$ cat src/rtl/bus_regfile.sv
// Datapath register file: NREG general registers (top one is the PC) plus G,
// a source-select bus mux with optional registered bus stage, and a sticky illegal-select flag.
module bus_regfile #(
  parameter int unsigned WORD    = 16,
  parameter int unsigned NREG    = 8,
  parameter int unsigned SELW    = 4,
  parameter int unsigned REG_OUT = 0
) (
  input  logic                       clk,
  input  logic                       rst,
  input  logic [WORD-1:0]            din,
  input  logic [WORD-1:0]            alu_result,
  input  logic [SELW-1:0]            select,
  input  logic [NREG-1:0]            rin,
  input  logic                       gin,
  input  logic                       incr_pc,
  output logic [WORD-1:0]            bus,
  output logic [WORD*(NREG+1)-1:0]   regs_flat,
  output logic                       sel_err
);

  localparam int unsigned PC     = NREG - 1;
  localparam int unsigned SEL_G  = NREG;
  localparam int unsigned SEL_DIN = NREG + 1;
  localparam int unsigned SEL_BAD = NREG + 2;

  logic [WORD-1:0] regs [NREG];
  logic [WORD-1:0] g;
  logic [WORD-1:0] mux_val;

  // Source mux; unused codes read as zero.
  always_comb begin
    mux_val = '0;
    for (int unsigned i = 0; i < NREG; i++) begin
      if (select == SELW'(i)) mux_val = regs[i];
    end
    if (select == SELW'(SEL_G))   mux_val = g;
    if (select == SELW'(SEL_DIN)) mux_val = din;
  end

  if (REG_OUT != 0) begin : g_bus_reg
    logic [WORD-1:0] bus_q;
    always_ff @(posedge clk) begin
      if (rst) bus_q <= '0;
      else     bus_q <= mux_val;
    end
    assign bus = bus_q;
  end else begin : g_bus_comb
    assign bus = mux_val;
  end

  // Registers load from the bus port; on the PC a bus write beats the increment.
  always_ff @(posedge clk) begin
    if (rst) begin
      for (int unsigned i = 0; i < NREG; i++) regs[i] <= '0;
      g <= '0;
    end else begin
      for (int unsigned i = 0; i < PC; i++) begin
        if (rin[i]) regs[i] <= bus;
      end
      if (rin[PC])      regs[PC] <= bus;
      else if (incr_pc) regs[PC] <= regs[PC] + WORD'(1);
      if (gin) g <= alu_result;
    end
  end

  // Widened compare so the illegal threshold may equal 2**SELW.
  always_ff @(posedge clk) begin
    if (rst) sel_err <= 1'b0;
    else if ({1'b0, select} >= (SELW+1)'(SEL_BAD)) sel_err <= 1'b1;
  end

  always_comb begin
    regs_flat = '0;
    for (int unsigned i = 0; i < NREG; i++) regs_flat[i*WORD +: WORD] = regs[i];
    regs_flat[NREG*WORD +: WORD] = g;
  end

endmodule

$ cat config.mk
export PLATFORM = sky130hd
export DESIGN_NAME = bus_regfile
export DESIGN_NICKNAME = d
export VERILOG_FILES = /design/src/rtl/bus_regfile.sv
export SDC_FILE = /design/constraint.sdc
export NUM_CORES = 1
export LEC_CHECK = 0
export CORE_ASPECT_RATIO = 1.4
export CORE_MARGIN = 4
export CORE_UTILIZATION = 25
export DETAILED_ROUTE_END_ITERATION = 10
export SLEW_MARGIN = 40
export SYNTH_ARGS = -nofsm -noshare
export SYNTH_HDL_FRONTEND = slang
export SYNTH_SLANG_ARGS = --single-unit
$ cat constraint.sdc
create_clock -name clk -period 7.6 [get_ports clk]
set_input_delay 2.28 -clock clk [delete_from_list [all_inputs] [get_ports clk]]
set_output_delay 2.28 -clock clk [all_outputs]
set_load 0.03 [all_outputs]
==> results of run 1 <==
## Yosys cell counts, drive strengths merged, types with 3 or more instances
master     n
a211oi     8
a21o       3
a21oi     57
a221oi    13
a2bb2oi    4
a31oi      3
and4       3
buf       43
clkbuf    26
dfxtp     17
edfxtp   128
inv       33
mux2i     29
nand2     10
nand2b    48
nand3      8
nand4      3
nor2     150
nor2b      5
nor3      24
o21ai     22
o22ai     19
o311a     13
or2        8
or3        4
or4b      14
xnor2      6
xor2       5
## metal layers
metal / up-vias / part of all wire / global-route usage
met5: - / 0 / 0
met3: 43 / 0.073 / 0.0497
li1: 3012 / - / -
met1: 3150 / 0.40 / 0.200
met2: 270 / 0.50 / 0.296
met4: 0 / 0.028 / 0.0613
## cells in the final DEF (no fill, tap or decap), types with 8 or more instances in the layout
cell               n
clkdlybuf4s50_1  190
nor2_1           150
edfxtp_1         128
a21oi_1           57
nand2b_1          48
buf_4             39
inv_1             32
mux2i_1           29
nor3_1            23
o21ai_0           21
clkbuf_16         17
dfxtp_1           17
o22ai_1           16
or4b_1            13
o311a_1           13
a221oi_1          12
nand2_1            9
or2_2              8
nand3_1            8
## critical path: stages
cell and delay, ps:
clkdlybuf4s50_1 750, nand2b_1 600, o21ai_0 230, a221oi_2 650
nor2_1 140, buf_4 210
## cell type report
cell class | count | area (µm²)
inverters | 33 | 124
diodes | 1 | 2.50
multi-input cells | 486 | 2930
fillers | 2953 | 19300
flip-flops and latches | 145 | 4180
repair buffers | 239 | 2350
clock buffers | 20 | 437
clock inverters | 12 | 93.8
well taps | 385 | 482
## per-stage QoR
stage,std cells,hold WS (ps),area [µm²],utilization,power (µW)
4_1_cts,1320,455,10600,0.354,2320
3_5_place_dp,1288,447,10100,0.336,1540
5_1_grt,1320,485,10600,0.354,2390
3_3_place_gp,1288,435,10100,0.336,1540
2_1_floorplan,733,571,7600,-,1280
6_report,1321,452,10600,0.354,2300
## registers in the layout (all words and copies together), names as in the netlist
signal,count
sel_err,1
g,16
regs,128
## worst max path at each step
stage	start	end	cells past startpoint
after floorplan	select[1]	bus[7]	8
after global placement	select[3]	bus[7]	6
after detailed placement	select[3]	bus[7]	6
after CTS	select[3]	bus[7]	6
after global routing	select[3]	bus[7]	6
final	select[3]	bus[7]	6
## cells by family after synthesis
family	count (synthesis)	share of synthesized area
buf+inv	102	0.0641
simple gates	289	0.191
mux	29	0.0382
xor+xnor	11	0.0127
fa+ha+maj	1	0.00165
compound gates	156	0.141
flops	145	0.551
## power breakdown
part | internal [µW] | leakage [µW] | switching (µW)
Sequential | 933 | 0.00157 | 51.6
Combinational | 211 | 0.00216 | 327
Clock | 444 | 0.000244 | 338
Total | 1590 | 0.00397 | 716
==> results by group, run 1 <==
Status
  – Status: complete, no violations

Clock network
  – Clock Sinks: 145
  – Clock Path Buffers: 2
  – Hold_buf cts: 0
  – TritonCTS clock tree: done
  – Worst-Skew Late Latency: about 430 ps
  – TritonCTS buffer count: 17
  – Setup repair bufs after CTS: 0
  – H-tree depth: 4
  – CTS clk-pin slew, worst paths: 60 ps
  – Clock root buffer: clkbuf_16
  – PostCTS Resize Cnt: 0

Critical path
  – Crit end category: output port
  – Max FO, Critical Path: 17
  – CP Data Arrival Time: 4860 ps
  – CP required: 5320 ps
  – Crit path kind: input port to output port
  – R2R cell count: 5
  – R2r endpoint: regs[1][63]$_SDFFCE_PP0P_
  – Nature of the critical path startpoint: input port
  – Reg2Reg Setup Slack: 5470 ps
  – Reg2reg start: regs[1][50]$_SDFFCE_PP0P_

Floorplanning
  – Die ar.: 0.0333 mm²
  – Die Wd: 155 µm
  – Initial Util: 0.254
  – # IOs: 209
  – Row Count: 75
  – Die height: roughly 210 µm
  – CORE AREA: 0.0299 mm²

Global route
  – Total gr overflow: 0
  – First-pass GRT wire length: 42,500 µm
  – Initial antenna violation count: 0
  – Vias in the first global route: 6,565
  – Largest net degree at the start of global routing: 59
  – Total track usage: 0.171

Timing
  – Count of final hold-check violations: 0
  – Worst Tran Pin Value: 818 ps
  – Clock Skews: 7.32 ps
  – Rel. slew slack: 0.455
  – Minimum clock period: 7140 ps
  – Final Max Slew Viols: 0
  – Peak Freq: about 140 MHz
  – Unrepaired setup endpoints after global routing: no
  – Final setup TNS: 0 ps
  – Tcrit/Tclk final: 0.940
  – Final worst setup slack: 459 ps
  – Finish-stage setup viols: 0

Synth
  – Number of flops mapped to enable cells by yosys: 128
  – Post-Syn Nets: roughly 780
  – Netlist Area Pre-Place: 0.00760 mm²
  – Ys flop type: edfxtp_1
  – YS warnings: 0
  – Mean post-synth cell area: 10.4 µm²
  – Main area contributors after synthesis: edfxtp_1 (51%), nor2_1 (7.4%), dfxtp_1 (4.5%)
  – Sequential fraction of the synthesis area: 0.551
  – Fraction of registers with async set or reset after synthesis: 0
  – Yosys top cell by area: edfxtp_1
  – Yosys top cell area share: 0.506
  – Register bit total from synthesis: 145
  – Gate count of the mapped netlist: roughly 730
  – Distinct cells, synth: 59

Drt
  – Routed WL: about 29,000 µm
  – Iteration-0 DRC Markers: 546
  – Pre-antenna DRT Iters: 5
  – DR vias/cell: 4.90
  – DRC errors left: 0
  – Antenna Nets Post-Route: 0
  – Wire per inst: roughly 22 µm
  – Total number of vias: between 6,000 and 7,000

Min path
  – Hold Path Depth: 2
  – Worst min-delay path startpoint: sel_err$_SDFFE_PP0P_
  – Hold WC Path Type: flop to flop
  – Hold EP: sel_err$_SDFFE_PP0P_

Power
  – Peak supply drop: 0.000151 V
  – Power Density: 217 mW/mm²
  – Leakage: around 0.0040 µW

Place
  – Buffers added on ports: ~210
  – Final HPWL DP: 22,700 µm
  – Final GP Congestion: 0.909
  – Dpl ws: a little under 500 ps

Finish
  – Layout cells sized above 1: 0.106
  – Net count, final: 971
  – Layout area overhead: 39.5%

Flow run
  – Max-cap violation count: 0
(Power assumes the default switching activity.)
==> run 2: changes to the inputs <==
- CORE_MARGIN: 4 -> unset
- CTS_CLUSTER_DIAMETER: unset -> 120
- PLACE_DENSITY: unset -> 0.55
==> results by group, run 2 (synthesis results as in run 1) <==
Status
  – Status: complete, no violations

Critical path
  – Crit path kind: input port to output port
  – Reg2reg start: regs[1][51]$_SDFFCE_PP0P_
  – R2r endpoint: regs[1][63]$_SDFFCE_PP0P_
  – Critical Path End: bus[15]
  – CP Data Arrival Time: 4790 ps
  – Nature of the critical path startpoint: input port
  – CP Launch Point: select[3]
  – Crit end category: output port
  – Reg2Reg Setup Slack: between 5000 and 6000 ps
  – R2R cell count: 5
  – CP required: 5320 ps
  – Max FO, Critical Path: 18

Drt
  – Met3 routed WL: 1810 µm
  – Iteration-0 DRC Markers: 515
  – Metal-1 WL: 11,500 µm
  – DRC errors left: 0
  – Total number of vias: around 6,400
  – Top layer in use: met4
  – Wire per inst: 21.5 µm
  – Routed WL: between 20,000 and 30,000 µm
  – DR vias/cell: 4.84
  – Pre-antenna DRT Iters: 5
  – Antenna Nets Post-Route: 0
  – Met2 wire len: roughly 14,000 µm

Global route
  – Total track usage: 0.185
  – Initial antenna violation count: 0
  – First-pass GRT wire length: 41,600 µm
  – Largest net degree at the start of global routing: 37
  – Vias in the first global route: 6,501
  – Total gr overflow: 0

Power
  – Leakage: 0.00402 µW
  – Power Density: about 230 mW/mm²
  – Peak supply drop: about 0.00010 V

Place
  – Final GP Congestion: 0.876
  – Buffers added on ports: 208
  – Placed cell areas: 0.0101 mm²
  – Dpl ws: 548 ps
  – Final HPWL DP: about 22,000 µm

Timing
  – Worst Tran Pin Value: about 850 ps
  – Final worst setup slack: 532 ps
  – Peak Freq: 141 MHz
  – Unrepaired setup endpoints after global routing: no
  – Final Max Slew Viols: 0
  – Final setup TNS: 0 ps
  – Count of final hold-check violations: 0
  – Clock Skews: a little under 10 ps
  – Tcrit/Tclk final: 0.930
  – Minimum clock period: roughly 7100 ps
  – Rel. slew slack: 0.431
  – Finish-stage setup viols: 0

Clock network
  – Worst-Skew Late Latency: between 400 and 500 ps
  – Clock Path Buffers: 2
  – H-tree depth: 4
  – PostCTS Resize Cnt: 0
  – TritonCTS clock tree: done
  – TritonCTS buffer count: 17
  – Setup repair bufs after CTS: 0
  – CTS clk-pin slew, worst paths: 60 ps
  – Clock root buffer: clkbuf_16
  – Clock Sinks: 145
  – Hold_buf cts: 0

Floorplanning
  – Initial Util: 0.254
  – Die height: 208 µm
  – CORE AREA: 0.0299 mm²
  – Die ar.: 0.0311 mm²
  – # IOs: 209
  – Die Wd: 149 µm
  – Row Count: 75

Finish
  – N_diodes: 0
  – Most frequent cells in the layout: clkdlybuf4s50_1 (189), nor2_1 (150), edfxtp_1 (128), a21oi_1 (57), nand2b_1 (48)
  – Net count, final: 972
  – Most common cell after layout, fill and taps aside: clkdlybuf4s50_1
  – Layout cells sized above 1: 0.112
  – Max reg flops: 128
  – Biggest register: regs
  – Biggest regs: regs x128, g x16, sel_err x1
  – Final Instance Area: 0.0107 mm²
  – Layout area overhead: 40.5%

Min path
  – Hold WC Path Type: flop to flop
  – Hold Path Depth: 2

Flow run
  – Max-cap violation count: 0
## run 2: metal layers
layer | vias up | track usage
met5 | - | 0
met4 | 0 | 0.0739
met3 | 40 | 0.0491
met2 | 223 | 0.320
met1 | 3120 | 0.215
li1 | 3011 | -
## run 2: layout make-up
cell class	instances	area, µm²
multi-input cells	486	2930
well taps	385	482
clock buffers	17	425
clock inverters	15	179
flip-flops and latches	145	4180
fillers	3004	19300
inverters	33	124
repair buffers	240	2350
## run 2: stage by stage
step | util | hold WS [ps] | total power (µW) | std cells
2_1_floorplan | - | 571 | 1280 | 733
3_3_place_gp | 0.336 | 444 | 1540 | 1289
3_5_place_dp | 0.336 | 440 | 1540 | 1289
4_1_cts | 0.357 | 449 | 2420 | 1321
5_1_grt | 0.357 | 469 | 2490 | 1321
6_report | 0.357 | 448 | 2400 | 1321
## run 2: report_power, final
| group | internal, µW | switching, µW | total (µW) |
|---|---|---|---|
| clock | 520 | 364 | 884 |
| combinational | 210 | 324 | 534 |
| sequential | 933 | 52.0 | 985 |
## run 2: worst max-delay path, stage by stage
cell and delay [ps]:
clkdlybuf4s50_1 640, buf_4 260, or3b_1 390, or3_1 340, a22oi_2 200, inv_1 70
clkdlybuf4s50_1 600
## run 2: how the worst min path moves through the flow
| stage | slack (ps) | to | startpoint |
|---|---|---|---|
| finish | 450 | sel_err$_SDFFE_PP0P_ | sel_err$_SDFFE_PP0P_ |
| global route | 470 | sel_err$_SDFFE_PP0P_ | sel_err$_SDFFE_PP0P_ |
| CTS | 450 | sel_err$_SDFFE_PP0P_ | sel_err$_SDFFE_PP0P_ |
| detailed placement | 440 | sel_err$_SDFFE_PP0P_ | sel_err$_SDFFE_PP0P_ |
| global placement | 440 | sel_err$_SDFFE_PP0P_ | sel_err$_SDFFE_PP0P_ |
| floorplan | 570 | sel_err$_SDFFE_PP0P_ | sel_err$_SDFFE_PP0P_ |
